--- src/rtl/sub_unit_scheduler.sv ---
// Round-robin scheduler sharing one 64-bit subtract unit.
// Optional overflow counter: define SUB_SCHED_OVF_CNT_EN.
module sub_unit_scheduler #(
  parameter int NUM_REQ = 4,
  parameter int ID_W    = 2
) (
  input  logic                  clk,
  input  logic                  rst,
`ifdef SUB_SCHED_OVF_CNT_EN
  input  logic                  ovf_clr,
  output logic [15:0]           ovf_count,
`endif
  input  logic [NUM_REQ-1:0]    req_valid,
  output logic [NUM_REQ-1:0]    req_ready,
  input  logic [NUM_REQ*64-1:0] req_a,
  input  logic [NUM_REQ*64-1:0] req_b,
  output logic                  resp_valid,
  input  logic                  resp_ready,
  output logic [ID_W-1:0]       resp_id,
  output logic [63:0]           resp_result,
  output logic                  resp_overflow
);

  localparam int PTR_W = (NUM_REQ > 1) ? $clog2(NUM_REQ) : 1;

  localparam logic [1:0] ST_IDLE = 2'd0;
  localparam logic [1:0] ST_EXEC = 2'd1;
  localparam logic [1:0] ST_RESP = 2'd2;

  logic [1:0]       state_q, state_d;
  logic [PTR_W-1:0] rr_ptr_q, rr_ptr_d;
  logic [PTR_W-1:0] gnt_q, gnt_d;
  logic [63:0]      a_q, a_d;
  logic [63:0]      b_q, b_d;
  logic [63:0]      res_q, res_d;
  logic             ovf_q, ovf_d;
  logic [ID_W-1:0]  id_q, id_d;

  logic [PTR_W-1:0]   scan_gnt;
  logic               scan_hit;
  logic [PTR_W:0]     scan_sum;
  logic [NUM_REQ-1:0] grant_oh;
  logic [63:0]        a_sel;
  logic [63:0]        b_sel;
  logic [63:0]        diff;
  logic [PTR_W-1:0]   ptr_nxt;
  logic               req_hs;
  logic               resp_hs;

  // Find the first valid requester starting at rr_ptr, wrapping.
  always_comb begin
    scan_hit = 1'b0;
    scan_gnt = '0;
    scan_sum = '0;
    for (int k = 0; k < NUM_REQ; k++) begin
      scan_sum = {1'b0, rr_ptr_q} + (PTR_W+1)'(k);
      if (scan_sum >= (PTR_W+1)'(NUM_REQ)) begin
        scan_sum = scan_sum - (PTR_W+1)'(NUM_REQ);
      end
      if (!scan_hit && req_valid[scan_sum[PTR_W-1:0]]) begin
        scan_hit = 1'b1;
        scan_gnt = scan_sum[PTR_W-1:0];
      end
    end
  end

  assign grant_oh = NUM_REQ'(1) << scan_gnt;

  // Accept only in IDLE and never while reset is asserted.
  assign req_hs = (state_q == ST_IDLE) && !rst && scan_hit;
  assign req_ready = req_hs ? grant_oh : '0;

  // Operand mux for the granted requester.
  always_comb begin
    a_sel = '0;
    b_sel = '0;
    for (int k = 0; k < NUM_REQ; k++) begin
      if (grant_oh[k]) begin
        a_sel = req_a[k*64 +: 64];
        b_sel = req_b[k*64 +: 64];
      end
    end
  end

  assign diff = a_q + ~b_q + 64'd1;

  assign ptr_nxt = (gnt_q == PTR_W'(NUM_REQ-1))
                 ? '0 : gnt_q + 1'b1;

  assign resp_hs = (state_q == ST_RESP) && resp_ready;

  // Next-state logic for the IDLE/EXEC/RESP sequence.
  always_comb begin
    state_d  = state_q;
    rr_ptr_d = rr_ptr_q;
    gnt_d    = gnt_q;
    a_d      = a_q;
    b_d      = b_q;
    res_d    = res_q;
    ovf_d    = ovf_q;
    id_d     = id_q;
    case (state_q)
      ST_IDLE: begin
        if (req_hs) begin
          a_d     = a_sel;
          b_d     = b_sel;
          gnt_d   = scan_gnt;
          state_d = ST_EXEC;
        end
      end
      ST_EXEC: begin
        res_d   = diff;
        // Sign rule on the operands, safe for B = most-negative.
        ovf_d   = (a_q[63] != b_q[63]) && (diff[63] != a_q[63]);
        id_d    = ID_W'(gnt_q);
        state_d = ST_RESP;
      end
      ST_RESP: begin
        if (resp_ready) begin
          state_d  = ST_IDLE;
          rr_ptr_d = ptr_nxt;
        end
      end
      default: begin
        state_d = ST_IDLE;
      end
    endcase
  end

  // State registers; reset drops any in-flight operation.
  always_ff @(posedge clk) begin
    if (rst) begin
      state_q  <= ST_IDLE;
      rr_ptr_q <= '0;
      gnt_q    <= '0;
      a_q      <= '0;
      b_q      <= '0;
      res_q    <= '0;
      ovf_q    <= 1'b0;
      id_q     <= '0;
    end else begin
      state_q  <= state_d;
      rr_ptr_q <= rr_ptr_d;
      gnt_q    <= gnt_d;
      a_q      <= a_d;
      b_q      <= b_d;
      res_q    <= res_d;
      ovf_q    <= ovf_d;
      id_q     <= id_d;
    end
  end

  assign resp_valid    = (state_q == ST_RESP);
  assign resp_id       = id_q;
  assign resp_result   = res_q;
  assign resp_overflow = ovf_q;

`ifdef SUB_SCHED_OVF_CNT_EN
  logic [15:0] ovf_cnt_q, ovf_cnt_d;

  // Saturating count of overflowing responses; clear wins.
  always_comb begin
    ovf_cnt_d = ovf_cnt_q;
    if (ovf_clr) begin
      ovf_cnt_d = '0;
    end else if (resp_hs && ovf_q && (ovf_cnt_q != 16'hFFFF)) begin
      ovf_cnt_d = ovf_cnt_q + 16'd1;
    end
  end

  // Counter register.
  always_ff @(posedge clk) begin
    if (rst) begin
      ovf_cnt_q <= '0;
    end else begin
      ovf_cnt_q <= ovf_cnt_d;
    end
  end

  assign ovf_count = ovf_cnt_q;
`endif

endmodule

--- config.mk ---
export PLATFORM = sky130hd
export DESIGN_NAME = sub_unit_scheduler
export DESIGN_NICKNAME = d
export VERILOG_FILES = /design/src/rtl/sub_unit_scheduler.sv
export SDC_FILE = /design/constraint.sdc
export NUM_CORES = 1
export LEC_CHECK = 0
export CAP_MARGIN = 20
export CORE_AREA = 4 4 225 227
export CTS_BUF_LIST = sky130_fd_sc_hd__clkbuf_4 sky130_fd_sc_hd__clkbuf_8
export DETAILED_ROUTE_END_ITERATION = 8
export DIE_AREA = 0 0 229 231
export PLACE_DENSITY = 0.63
export SKIP_LAST_GASP = 1
export SLEW_MARGIN = 20
export SYNTH_ARGS = -nofsm -noshare
export SYNTH_HDL_FRONTEND = slang
export SYNTH_SLANG_ARGS = --single-unit
--- constraint.sdc ---
create_clock -name clk -period 8.85 [get_ports clk]
set_input_delay 2.2125 -clock clk [delete_from_list [all_inputs] [get_ports clk]]
set_output_delay 2.2125 -clock clk [all_outputs]
set_load 0.01 [all_outputs]
# Yosys cells after proc, flatten, opt, wreduce, memory -nomap -nowiden

Cells that the tools add are included.
W data, S select, Z words.

Register bits after elaboration: 201
Word-level logic and storage cells: 82

Add/subtract/negate cells: 10
$lt $le $gt $ge: 8
Equal/unequal tests: 7
Shift operators: 1
Mux-type cells: 33
Bitwise gates (word level): 1
Reductions and logical operators: 14

Operators by type and width:

| kind                    | count |
|---|---|
| $mux W64                | 8 |
| $add A64 B1 Y64 const B | 1 |
| $add A64 B64 Y64        | 1 |
| $not A64 Y64            | 1 |
| $mux W2                 | 11 |
| $lt A2 B3 Y1 const B    | 4 |
| $ge A3 B3 Y1 const B    | 3 |
| $bmux W1 S2             | 4 |
| $mux W1                 | 8 |
| $sub A2 B1 Y2 const B   | 4 |
| $add A2 B2 Y3 const B   | 2 |
| $logic_and A1 B1 Y1     | 6 |
| $pmux W2 S3             | 1 |
| $reduce_and A2 Y1       | 3 |
| $eq A2 B2 Y1 const B    | 2 |
| $logic_not A1 Y1        | 4 |
| $mux W4                 | 1 |
| $shl A1 B2 Y4 const A   | 1 |
| $add A2 B1 Y3 const B   | 1 |
| $ge A2 B3 Y1 const B    | 1 |
| $add A2 B1 Y2 const B   | 1 |
| $eq A2 B1 Y1 const B    | 1 |
| $logic_not A2 Y1        | 1 |
| $ne A1 B1 Y1            | 2 |
| other kinds (2)         | 2 |

# Longest topological paths before layout

Word-level depth: 19
Depth in mapped cells: 13
Depth with buffers taken out: 13

# Least setup slack after synthesis

No wires, ideal clock.

Kind: input to output
Start point: input req_valid[0]
End point: output req_ready[0]
Arrival: 3.744 ns
Slack: 2.893 ns
Stages: 9
Path buffers: 3
Path through: inv_1 > nor2_1 > a21oi_1 > nor2_1 > a211o_1 > clkbuf_1 > clkbuf_1 > clkbuf_1 > and3_1

Longest elaborated chain between the ends: 14

RTL lines:

| what                                                 | line   | RTL |
|---|---|---|
| start: declaration                                   | 13     | `input logic [NUM_REQ-1:0] req_valid,` |
| $bmux W1 S2                                          | 60     | `if (!scan_hit && req_valid[scan_sum[PTR_W-1:0]]) begin` |
| $mux W1 (not written as such)                        | 60     |  |
| $mux W1                                              | 60     |  |
| $logic_not A1 Y1                                     | 60     |  |
| $logic_and A1 B1 Y1                                  | 60     |  |
| $mux W1                                              | 60     |  |
| $logic_not A1 Y1                                     | 60     |  |
| $logic_and A1 B1 Y1                                  | 60     |  |
| $mux W1                                              | 60     |  |
| $logic_not A1 Y1                                     | 60     |  |
| $logic_and A1 B1 Y1                                  | 60     |  |
| $mux W2 or $mux W1 (tied branches)                   | 60     |  |
| $shl A1 B2 Y4 or $logic_and A1 B1 Y1 (tied branches) | 67, 70 |  |
| $mux W4 (*)                                          | 71     | `assign req_ready = req_hs ? grant_oh : '0;` |
| end: declaration                                     | 14     | `output logic [NUM_REQ-1:0] req_ready,` |

Every way passes the cells marked *; elsewhere a longest branch is shown, timed or not. The select of a mux whose other input is x is not followed.

# Final worst setup path

Same ends and word-level chain as after synthesis.

==> flow_summary.yaml <==
clock_network:
  ctsHoldBuffers: 0
  post_cts_buffers: 0
  cts_root_buf: "clkbuf_8"
  cts_max_level: 2
  numCtsBuffers: 39
  cts_sinks: 201
  cts.clk_slew.worst_paths_ns: 0.06
  cts_resized: 0
  cts_tree: "built"
  ctsLongestPathBuffers: 3
  insertion_delay_ns: 0.57
route:
  ant_nets: 0
  vias: 16900
  via_per_inst: 5.260
  drtIter0Drc: 871
  drcViolationCount: 0
  dr.pass1.iters: 5
  drt-wirelength-per-cell_um: 17.87
  routed_wl_mm: 57.42
final_layout:
  drive_gt1_share_pct: 4.672
  filler_cell_count: 4946
  final_util_pct: 44.62
  nNetsFinal: 3147
  syn_to_final_growth_pct: 47.53
die:
  design.die.area_um2: 52900
  core-area_um2: 48650
  dieHeight_um: 231
  initial_core_util_pct: 30.24
  rows: 81
  pin_count: 591
  die_x_um: 229
pwr:
  seqPwrFrac_pct: 28.3
  pwr-share-clk_pct: 26.8
  p_sw_share_pct: 36.84
  power.switching_w: 0.001397
  p_per_area_nw_per_um2: 174.8
  vdd_drop_max_mv: 0.08073
  leakagePower_nw: 8.390
  p_int_w: 0.002396
  p_comb_share_pct: 44.9
  power_w: 0.003793
timing:
  tightest_slew_ns: 1.046
  fmax_ghz: 0.1414
  rsz0062_at_grt: "false"
  hold_viol: 0
  setup_ws_ns: 1.777
  fin_crit_ns: 7.073
  fin_crit_sh_pct: 79.92
  setup_viol: 0
  fin_tns_setup_ns: 0
  skew_ns: 0.02743
  drv_slew: 0
  slew_headroom_pct: 30.26
placement:
  hpwlAfterDp_mm: 44.41
  io_buffers: 590
  gp_congestion: 0.9093
  dp_slack_ns: 1.775
setup_path:
  worst-r2r-cell-count: 13
  critPathCaptureType: "primary output"
  criticalPathCategory: "input port to primary output"
  crit_arrival_ns: 4.86
  reg2reg_slack_ns: 5.02
  required_ns: 6.64
  reg2reg_from: "a_q[0]"
  start_kind: "input port"
  reg2reg_to: "resp_result[48]"
  path_max_fanout: 100
global_route:
  grt_pass1_vias: 16620
  antenna_found_initial: 1
  grt_pass1_wl_mm: 88.42
  grt_start_max_net_pins: 115
  grtUsageTotal_pct: 20.23
  grt_overflow: 0
min_path:
  hold_depth: 2
  hp-start: "resp_result[29]"
  min_to: "resp_result[29]"
  hold_path_class: "register to register"
logic_synthesis:
  synth.top_cells.by_area: "dfxtp_1, nand2_1, a21oi_1, a311oi_1, a211oi_1"
  yosysUniqueCellTypes: 86
  async_flop_share_pct: 0
  syn_nets: 2671
  synth_area_per_cell_um2: 7.050
  synth_common_cells: "nand2_1, a21oi_1, dfxtp_1"
  yosys.area.top_type: "dfxtp_1"
  ys.flop_type: "dfxtp_1"
  syn_inst: 2087
  ys_warn_count: 0
  yosys.area.top_type_share_pct: 27.35
  netlist_area_um2: 14710
  synth.most_common_cell: "nand2_1"
  ys_seq_area_share_pct: 27.35
  synth_edf_count: 0
  ys_ff_latch: 201
status:
  status: "completed"
flow_run:
  maxCapViolations: 0
[worst max-delay path by stage]
stage,cells past startpoint,endpoint,slack [ns],from
2_1_floorplan,9,req_ready[0],2.89,req_valid[0]
3_3_place_gp,8,req_ready[0],1.81,req_valid[0]
3_5_place_dp,8,req_ready[0],1.77,req_valid[0]
4_1_cts,8,req_ready[0],1.76,req_valid[0]
5_1_grt,8,req_ready[0],1.62,req_valid[0]
6_report,8,req_ready[0],1.78,req_valid[0]
[cells by family (layout without fill, tap and decap cells)]
group | count (synthesis) | in the layout | share of synthesized area [%]
AO/OA/AOI/OAI | 699 | 699 | 32.13
XOR/XNOR | 44 | 44 | 2.619
adder cells (fa/ha/maj) | 65 | 65 | 5.579
buffers and inverters | 259 | 762 | 7.075
flip-flops | 201 | 201 | 27.35
multiplexers | 1 | 1 | 0.06804
other | 0 | 1 | 0
AND/OR/NAND/NOR | 818 | 818 | 25.18
[state kept, by name (all words and copies together) (netlist names)]
name / flops
a_q: 64
b_q: 64
resp_result: 64
gnt_q: 2
resp_id: 2
rr_ptr_q: 2
state_q: 2
resp_overflow: 1
[critical path, stage by stage]
cell             delay (ns)
clkdlybuf4s50_1        0.56
inv_1                  0.08
nor2_1                 0.15
a21oi_1                0.06
nor2_1                 0.26
a211o_4                0.67
and3_1                 0.26
clkdlybuf4s50_1        0.53
[stage by stage]
| step | cells | area, µm² | hold WS, ns |
|---|---|---|---|
| 6_report | 3213 | 21710 | 0.4509 |
| 5_1_grt | 3213 | 21710 | 0.4719 |
| 4_1_cts | 3212 | 21700 | 0.4529 |
| 3_5_place_dp | 3144 | 20860 | 0.4447 |
| 3_3_place_gp | 3144 | 20860 | 0.4398 |
| 2_1_floorplan | 2087 | 14710 | 0.4490 |
[layer usage]
layer | share of wire, % | global-route usage (%)
met5 | 0 | 0
met4 | 2.8 | 6.638
met3 | 6.0 | 4.381
met2 | 50 | 36.23
met1 | 42 | 24.03
[area by class of cell]
cell class | count | area (µm²) | area share (%)
Multi-Input combinational cell | 1627 | 9698 | 44.68
Inverter | 87 | 326.6 | 1.504
Timing Repair Buffer | 607 | 6035 | 27.80
Tap cell | 622 | 778.2 | 3.585
Sequential cell | 201 | 4024 | 18.54
Clock buffer | 63 | 767.0 | 3.534
Antenna cell | 1 | 2.502 | 0.01153
Clock inverter | 5 | 75.07 | 0.3459
[cell usage in the layout (no fill, tap or decap), types with 5 or more instances in the layout]
cell type,count
ha_1,64
nand2b_1,7
nand4_1,16
buf_4,17
nor2_1,182
a21oi_2,5
xnor2_1,34
a21boi_0,6
clkbuf_8,47
a31oi_1,10
nor2b_1,6
and2_0,7
or2_2,5
o21ai_0,44
inv_1,85
or3_1,5
a211oi_1,147
a21o_1,42
and2_1,125
xor2_1,10
dfxtp_1,201
o211ai_1,11
a211o_1,5
nor3_1,15
clkbuf_4,16
a21oi_1,251
and3_1,10
clkdlybuf4s50_1,589
a311oi_1,129
nand2_1,390
o21bai_1,5
nand3_1,25
[power by group through the flow]
stage / sequential [W] / combinational [W] / clock, W
floorplan: 0.00110 / 0.00103 / 0
global placement: 0.00109 / 0.00167 / 0
detailed placement: 0.00110 / 0.00169 / 0
CTS: 0.00108 / 0.00170 / 0.00105
global route: 0.00109 / 0.00186 / 0.00109
finish: 0.00108 / 0.00170 / 0.00102
Note: power is estimated with default switching activity, not from simulation.
